===== src/rtl/fantasy_fade.sv =====
// Per-pixel colour inversion blended by a frame-synchronous fade level.
// Fixed 3-cycle latency; no backpressure, one pixel accepted and emitted every cycle.
module fantasy_fade #(
  parameter int CW     = 8,
  parameter int NC     = 3,
  parameter int AW     = 4,
  parameter int STEP   = 1,
  parameter int VS_POL = 1
) (
  input  logic                vin_clk_i,
  input  logic                rst_n,
  input  logic                vin_hs_i,
  input  logic                vin_vs_i,
  input  logic                vin_de_i,
  input  logic [CW*NC-1:0]    vin_data_i,
  input  logic                px_x_i,
  input  logic [2:0]          mode_i,
  input  logic                bypass_i,
  output logic                vout_hs_o,
  output logic                vout_vs_o,
  output logic                vout_de_o,
  output logic [CW*NC-1:0]    vout_data_o,
  output logic [AW:0]         alpha_o,
  output logic                fade_busy_o
);

  localparam int DW = CW * NC;
  localparam int PW = CW + AW + 1;
  localparam int SW = CW + AW + 2;
  localparam logic [AW:0]   A_V    = {1'b1, {AW{1'b0}}};
  localparam logic [CW-1:0] M_V    = {CW{1'b1}};
  localparam logic [AW+1:0] STEP_V = (AW+2)'(STEP);
  localparam logic          VS_ACT = 1'(VS_POL);

  logic              hs_s1, vs_s1, de_s1;
  logic [DW-1:0]     dat_s1;
  logic [AW:0]       a_s1;
  logic              hs_s2, vs_s2, de_s2;
  logic [NC-1:0][PW-1:0] p0_s2, p1_s2;

  logic [AW:0]       alpha, tgt;
  logic [AW:0]       alpha_nxt, tgt_nxt;
  logic [AW+1:0]     up, dn;
  logic              px_inv, frame_start;
  logic [SW-1:0]     sum_v;
  logic [DW-1:0]     out_nxt;

  always_comb begin
    px_inv = 1'b0;
    if (!bypass_i) begin
      case (mode_i)
        3'd0:    px_inv = 1'b0;
        3'd1:    px_inv = 1'b1;
        default: px_inv = mode_i[0] ? ~px_x_i : px_x_i;
      endcase
    end
  end

  // vs_s2 is vs_s1 one cycle later, so this is a single pulse per frame.
  assign frame_start = (vs_s1 == VS_ACT) && (vs_s2 != VS_ACT);
  assign tgt_nxt     = (mode_i == 3'd0) ? '0 : A_V;

  always_comb begin
    up        = {1'b0, alpha} + STEP_V;
    dn        = {1'b0, alpha} - {1'b0, tgt_nxt};
    alpha_nxt = alpha;
    if (alpha < tgt_nxt)
      alpha_nxt = (up >= {1'b0, tgt_nxt}) ? tgt_nxt : up[AW:0];
    else if (alpha > tgt_nxt)
      alpha_nxt = (dn <= STEP_V) ? tgt_nxt : alpha - STEP_V[AW:0];
  end

  always_ff @(posedge vin_clk_i or negedge rst_n) begin
    if (!rst_n) begin
      alpha       <= '0;
      tgt         <= '0;
      fade_busy_o <= 1'b0;
    end else if (frame_start) begin
      alpha       <= alpha_nxt;
      tgt         <= tgt_nxt;
      fade_busy_o <= (alpha_nxt != tgt_nxt);
    end
  end

  assign alpha_o = alpha;

  always_ff @(posedge vin_clk_i or negedge rst_n) begin
    if (!rst_n) begin
      hs_s1  <= 1'b0;
      vs_s1  <= 1'b0;
      de_s1  <= 1'b0;
      dat_s1 <= '0;
      a_s1   <= '0;
    end else begin
      hs_s1  <= vin_hs_i;
      vs_s1  <= vin_vs_i;
      de_s1  <= vin_de_i;
      dat_s1 <= vin_data_i;
      a_s1   <= px_inv ? alpha : '0;
    end
  end

  // d*(A-a) and (M-d)*a, kept full width so the blend never overflows.
  always_ff @(posedge vin_clk_i or negedge rst_n) begin
    if (!rst_n) begin
      hs_s2 <= 1'b0;
      vs_s2 <= 1'b0;
      de_s2 <= 1'b0;
      p0_s2 <= '0;
      p1_s2 <= '0;
    end else begin
      hs_s2 <= hs_s1;
      vs_s2 <= vs_s1;
      de_s2 <= de_s1;
      for (int k = 0; k < NC; k++) begin
        p0_s2[k] <= PW'(dat_s1[k*CW +: CW]) * PW'(A_V - a_s1);
        p1_s2[k] <= PW'(M_V - dat_s1[k*CW +: CW]) * PW'(a_s1);
      end
    end
  end

  always_comb begin
    out_nxt = '0;
    sum_v   = '0;
    for (int k = 0; k < NC; k++) begin
      sum_v = SW'(p0_s2[k]) + SW'(p1_s2[k]) + SW'(A_V >> 1);
      out_nxt[k*CW +: CW] = sum_v[AW +: CW];
    end
  end

  always_ff @(posedge vin_clk_i or negedge rst_n) begin
    if (!rst_n) begin
      vout_hs_o   <= 1'b0;
      vout_vs_o   <= 1'b0;
      vout_de_o   <= 1'b0;
      vout_data_o <= '0;
    end else begin
      vout_hs_o   <= hs_s2;
      vout_vs_o   <= vs_s2;
      vout_de_o   <= de_s2;
      vout_data_o <= out_nxt;
    end
  end

endmodule


===== config.mk =====
export PLATFORM = sky130hd
export DESIGN_NAME = fantasy_fade
export DESIGN_NICKNAME = d
export VERILOG_FILES = /design/src/rtl/fantasy_fade.sv
export SDC_FILE = /design/constraint.sdc
export NUM_CORES = 1
export LEC_CHECK = 0
export ABC_AREA = 1
export CAP_MARGIN = 15
export CORE_ASPECT_RATIO = 0.7
export CORE_MARGIN = 2
export CORE_UTILIZATION = 35
export DETAILED_ROUTE_END_ITERATION = 10
export PLACE_DENSITY = 0.54
export RECOVER_POWER = 100
export SLEW_MARGIN = 20
export SYNTH_ARGS = -nofsm -noshare
export SYNTH_HDL_FRONTEND = slang
export SYNTH_SLANG_ARGS = --single-unit

===== constraint.sdc =====
create_clock -name vin_clk_i -period 6.55 [get_ports vin_clk_i]
set_clock_uncertainty 0.2 [all_clocks]
set_input_delay 1.6375 -clock vin_clk_i [delete_from_list [all_inputs] [get_ports vin_clk_i]]
set_output_delay 1.6375 -clock vin_clk_i [all_outputs]
set_load 0.01 [all_outputs]

==> summary.txt, run 1 <==
Floorplan
  – Starting Density: 35.38%
  – # rows: 61
  – Die ar.: 41600 sq um
  – Die X: 242.9 um
  – # IOs: 67
  – Die height: 171.3 um
  – Core area: 39540 sq um

Final layout
  – Area growth syn-to-layout: 12.77%
  – Ratio of cells with drive above 1 in the final layout: 3.129%
  – NumNets Final: 2029
  – Ant. Diodes: 0
  – Most frequent cells in the layout: 354 x inv_1, 263 x nand2_1, 197 x ha_1
  – # fillers: 4068
  – Design Area, Final: 15770 sq um
  – Commonest non-fill, non-tap cell in the layout: inv_1

GRT
  – Remaining global-route overflow: 0
  – Largest net degree at the start of global routing: 92
  – Number of global-route vias before repair: 10275
  – First-pass GRT wire length: 53570 um
  – Total track usage: 16.50%
  – Initial antenna violation count: 0

Timing
  – RSZ-0062 raised after global routing: no
  – Relative slew slack: -55.92%
  – Hold WS: 0.1478 ns
  – Slew Limit Fails: 92
  – Period utilization: 85.02%
  – Tmin final: 5.569 ns
  – Final hold violation count: 0
  – Slew @ Worst Pin: 2.339 ns
  – Setup TNS: 0 ns
  – Final setup viols: 0
  – Achievable frequency: 179.6 MHz

Clocking
  – Hold_buf cts: 0
  – Clk slew on worst S/H paths: 0.06 ns
  – Clock tree buffer depth: 2
  – Deepest level of the CTS H-tree: 4
  – Clock sinks: 140
  – CTS root buf: clkbuf_16
  – CTS resizes: 0
  – CTS tree: built
  – CTS buffer count: 17
  – Setup bufs post-CTS: 0
  – Worst skew pair latency: 0.45 ns

Route
  – Vias: 10153
  – 1st-iter DRT viols: 574
  – Final wirelength: 31930 um
  – Routed vias/inst: 4.621
  – # DRC: 0
  – WL/cell: 14.53 um
  – DR pass1 iterations: 5
  – Routed Antenna Nets: 0

Status
  – Status: complete, but fails checks
  – Failing checks: max-capacitance violations, max-slew violations

Setup path
  – Worst R2R Setup Slack: 0.98 ns
  – Worst R2R Path Depth: 16
  – Critical path class: flip-flop to flip-flop
  – Critical path endpoint category: flip-flop
  – FF-to-FF End: p0_s2[24]
  – CP Data Required Time: 6.69 ns
  – Crit Path Max Fanout: 17
  – Max incr delay on CP: 0.85 ns
  – Slowest cell on crit path: clkbuf_1
  – CP Cell Sequence: clkbuf_1 > xnor2_1 > inv_2 > nor2_1 > fa_1 > fa_1 > fa_1 > inv_1 > fa_1 > inv_1 > ha_1 > a21oi_1 > o21ai_0 > a21oi_1 > nand3b_1 > nand2_1
  – Reg-to-Reg Start: a_s1[2]
  – CP Launch Type: flip-flop
  – Crit-path most repeated cell: fa_1
  – Worst path arrival time: 5.71 ns

Synthesis
  – Area share of and/or/nand/nor cells after synthesis: 14.96%
  – Post-Syn Area per Cell: 8.785 sq um
  – Seq/Total Area, Yosys: 25.05%
  – FF+latch count, synth: 140
  – Synth Cell Area: 13990 sq um
  – Yosys top cell area share: 25.05%
  – Post-Synth Adder-Cell Area: 38.95%
  – Area leader, netlist: dfrtp_1
  – Syn. warnings: 0
  – Syn nets: 1972
  – Synth Instances: 1592
  – Synth Area in Compound Gates: 4.375%
  – Post-synthesis mux area share: 0%
  – Top cells by area, synth: dfrtp_1 25%, fa_1 21%, ha_1 18%
  – Main combinational cell family by area after synthesis: adder cells
  – Library cells used by synthesis: 42
  – XOR/XNOR Fraction of Synth Area: 5.761%

Flow run
  – Number of max-cap violations: 1

Pwr
  – Switching power: 2833 uW
  – Comb power frac: 62.1%
  – Pwr Total: 6024 uW
  – Peak supply drop: 0.2072 mV
  – Clock power share: 16.4%
  – Leak: 0.008842 uW
  – Sw frac: 47.04%
  – Seq pwr share: 21.5%
  – Pwr dens: 381.9 nW/um^2
  – Pint: 3190 uW

Worst hold path
  – Hold depth: 0
  – Hold Crit Start: hs_s2
  – Hold path endpoint: vout_hs_o
  – Worst Hold Class: flip-flop to flip-flop

Place
  – Hpwl dp: 25010 um
  – Placement Cell Area: 15220 sq um
  – Placer congestion estimate: 0.8459
  – PortBufs: 66
cell usage after synthesis, drive strengths merged:
library cell	instances
a211oi	1
a21o	3
a21oi	66
a221oi	1
a41oi	2
and2	1
buf	15
clkbuf	22
clkinv	1
dfrtp	140
fa	149
ha	197
inv	359
nand2	264
nand3	42
nand3b	5
nand4	20
nor2	168
nor3	3
o2111ai	1
o211ai	7
o21a	1
o21ai	25
o21bai	2
o221ai	1
o31ai	1
or2	3
xnor2	31
xor2	61
power groups by stage:
stage	registers [uW]	logic, uW	clock network [uW]
floorplan	1310	2760	0
global placement	1320	3740	0
detailed placement	1320	3790	0
CTS	1310	3830	1020
global route	1330	4330	1060
finish	1300	3740	988
through the flow:
stage | setup WS (ns) | utilization, % | std cells
after detailed placement | 1.308 | 38.49 | 2165
final | 0.9810 | 39.89 | 2197
after floorplan | 1.536 | - | 1592
after global placement | 1.362 | 38.49 | 2165
after global routing | 0.6445 | 39.89 | 2197
after CTS | 1.291 | 39.95 | 2197
layer usage:
metal / vias up / GRT usage, % / wire [um]
met5: - / 0 / 0
met4: 0 / 4.374 / 440
met3: 24 / 3.542 / 1735
met2: 213 / 24.88 / 13890
met1: 4968 / 23.97 / 15860
li1: 4948 / - / -
state kept, by name, summed over array words and instances, names as in the netlist:
name,count
hs_s1,1
p1_s2,36
vout_vs_o,1
de_s1,1
de_s2,1
vs_s2,1
vout_de_o,1
a_s1,5
dat_s1,24
vs_s1,1
vout_hs_o,1
fade_busy_o,1
alpha_o,5
vout_data_o,24
p0_s2,36
hs_s2,1
critical path: cells and delay by family (launching register included):
| kind | cells | cell delay (ns) |
|---|---|---|
| AND/OR/NAND/NOR | 3 | 0.29 |
| flip-flops | 1 | 0.43 |
| buffers and inverters | 4 | 1.31 |
| AO/OA/AOI/OAI | 3 | 0.49 |
| adder cells (fa/ha/maj) | 5 | 2.51 |
| XOR/XNOR | 1 | 0.23 |
cell type report:
cell class | instances | area (sq um) | share of cell area, %
flip-flops and latches | 140 | 3503 | 22.21
well taps | 535 | 669.4 | 4.244
clock inverters | 15 | 153.9 | 0.9758
repair buffers | 75 | 713.2 | 4.522
inverters | 360 | 1356 | 8.600
clock buffers | 17 | 425.4 | 2.697
multi-input cells | 1055 | 8950 | 56.75
cells by family after synthesis:
kind of cell	count (synthesis)
AND/OR/NAND/NOR	506
buffers and inverters	397
adder cells (fa/ha/maj)	346
flip-flops	140
AO/OA/AOI/OAI	111
XOR/XNOR	92
worst max path at each step:
stage / startpoint / endpoint / slack, ns / depth (start not counted)
finish: a_s1[2] / p0_s2[24] / 0.98 / 16
global route: a_s1[2] / p0_s2[23] / 0.64 / 18
CTS: a_s1[1] / p0_s2[24] / 1.29 / 20
detailed placement: a_s1[1] / p0_s2[24] / 1.31 / 20
global placement: a_s1[0] / p0_s2[24] / 1.36 / 17
floorplan: a_s1[1] / p0_s2[11] / 1.54 / 23
Power figures use the tool's default switching activity.
==> inputs of run 2 (changes only) <==
--- a/config.mk
+++ b/config.mk
@@ -6,7 +6,6 @@
 export NUM_CORES = 1
 export LEC_CHECK = 0
 export ABC_AREA = 1
-export CAP_MARGIN = 15
 export CORE_ASPECT_RATIO = 0.7
 export CORE_MARGIN = 2
 export CORE_UTILIZATION = 35
==> results of run 2 <==
No change in the layout: final DEF, timing and power equal those of run 1.
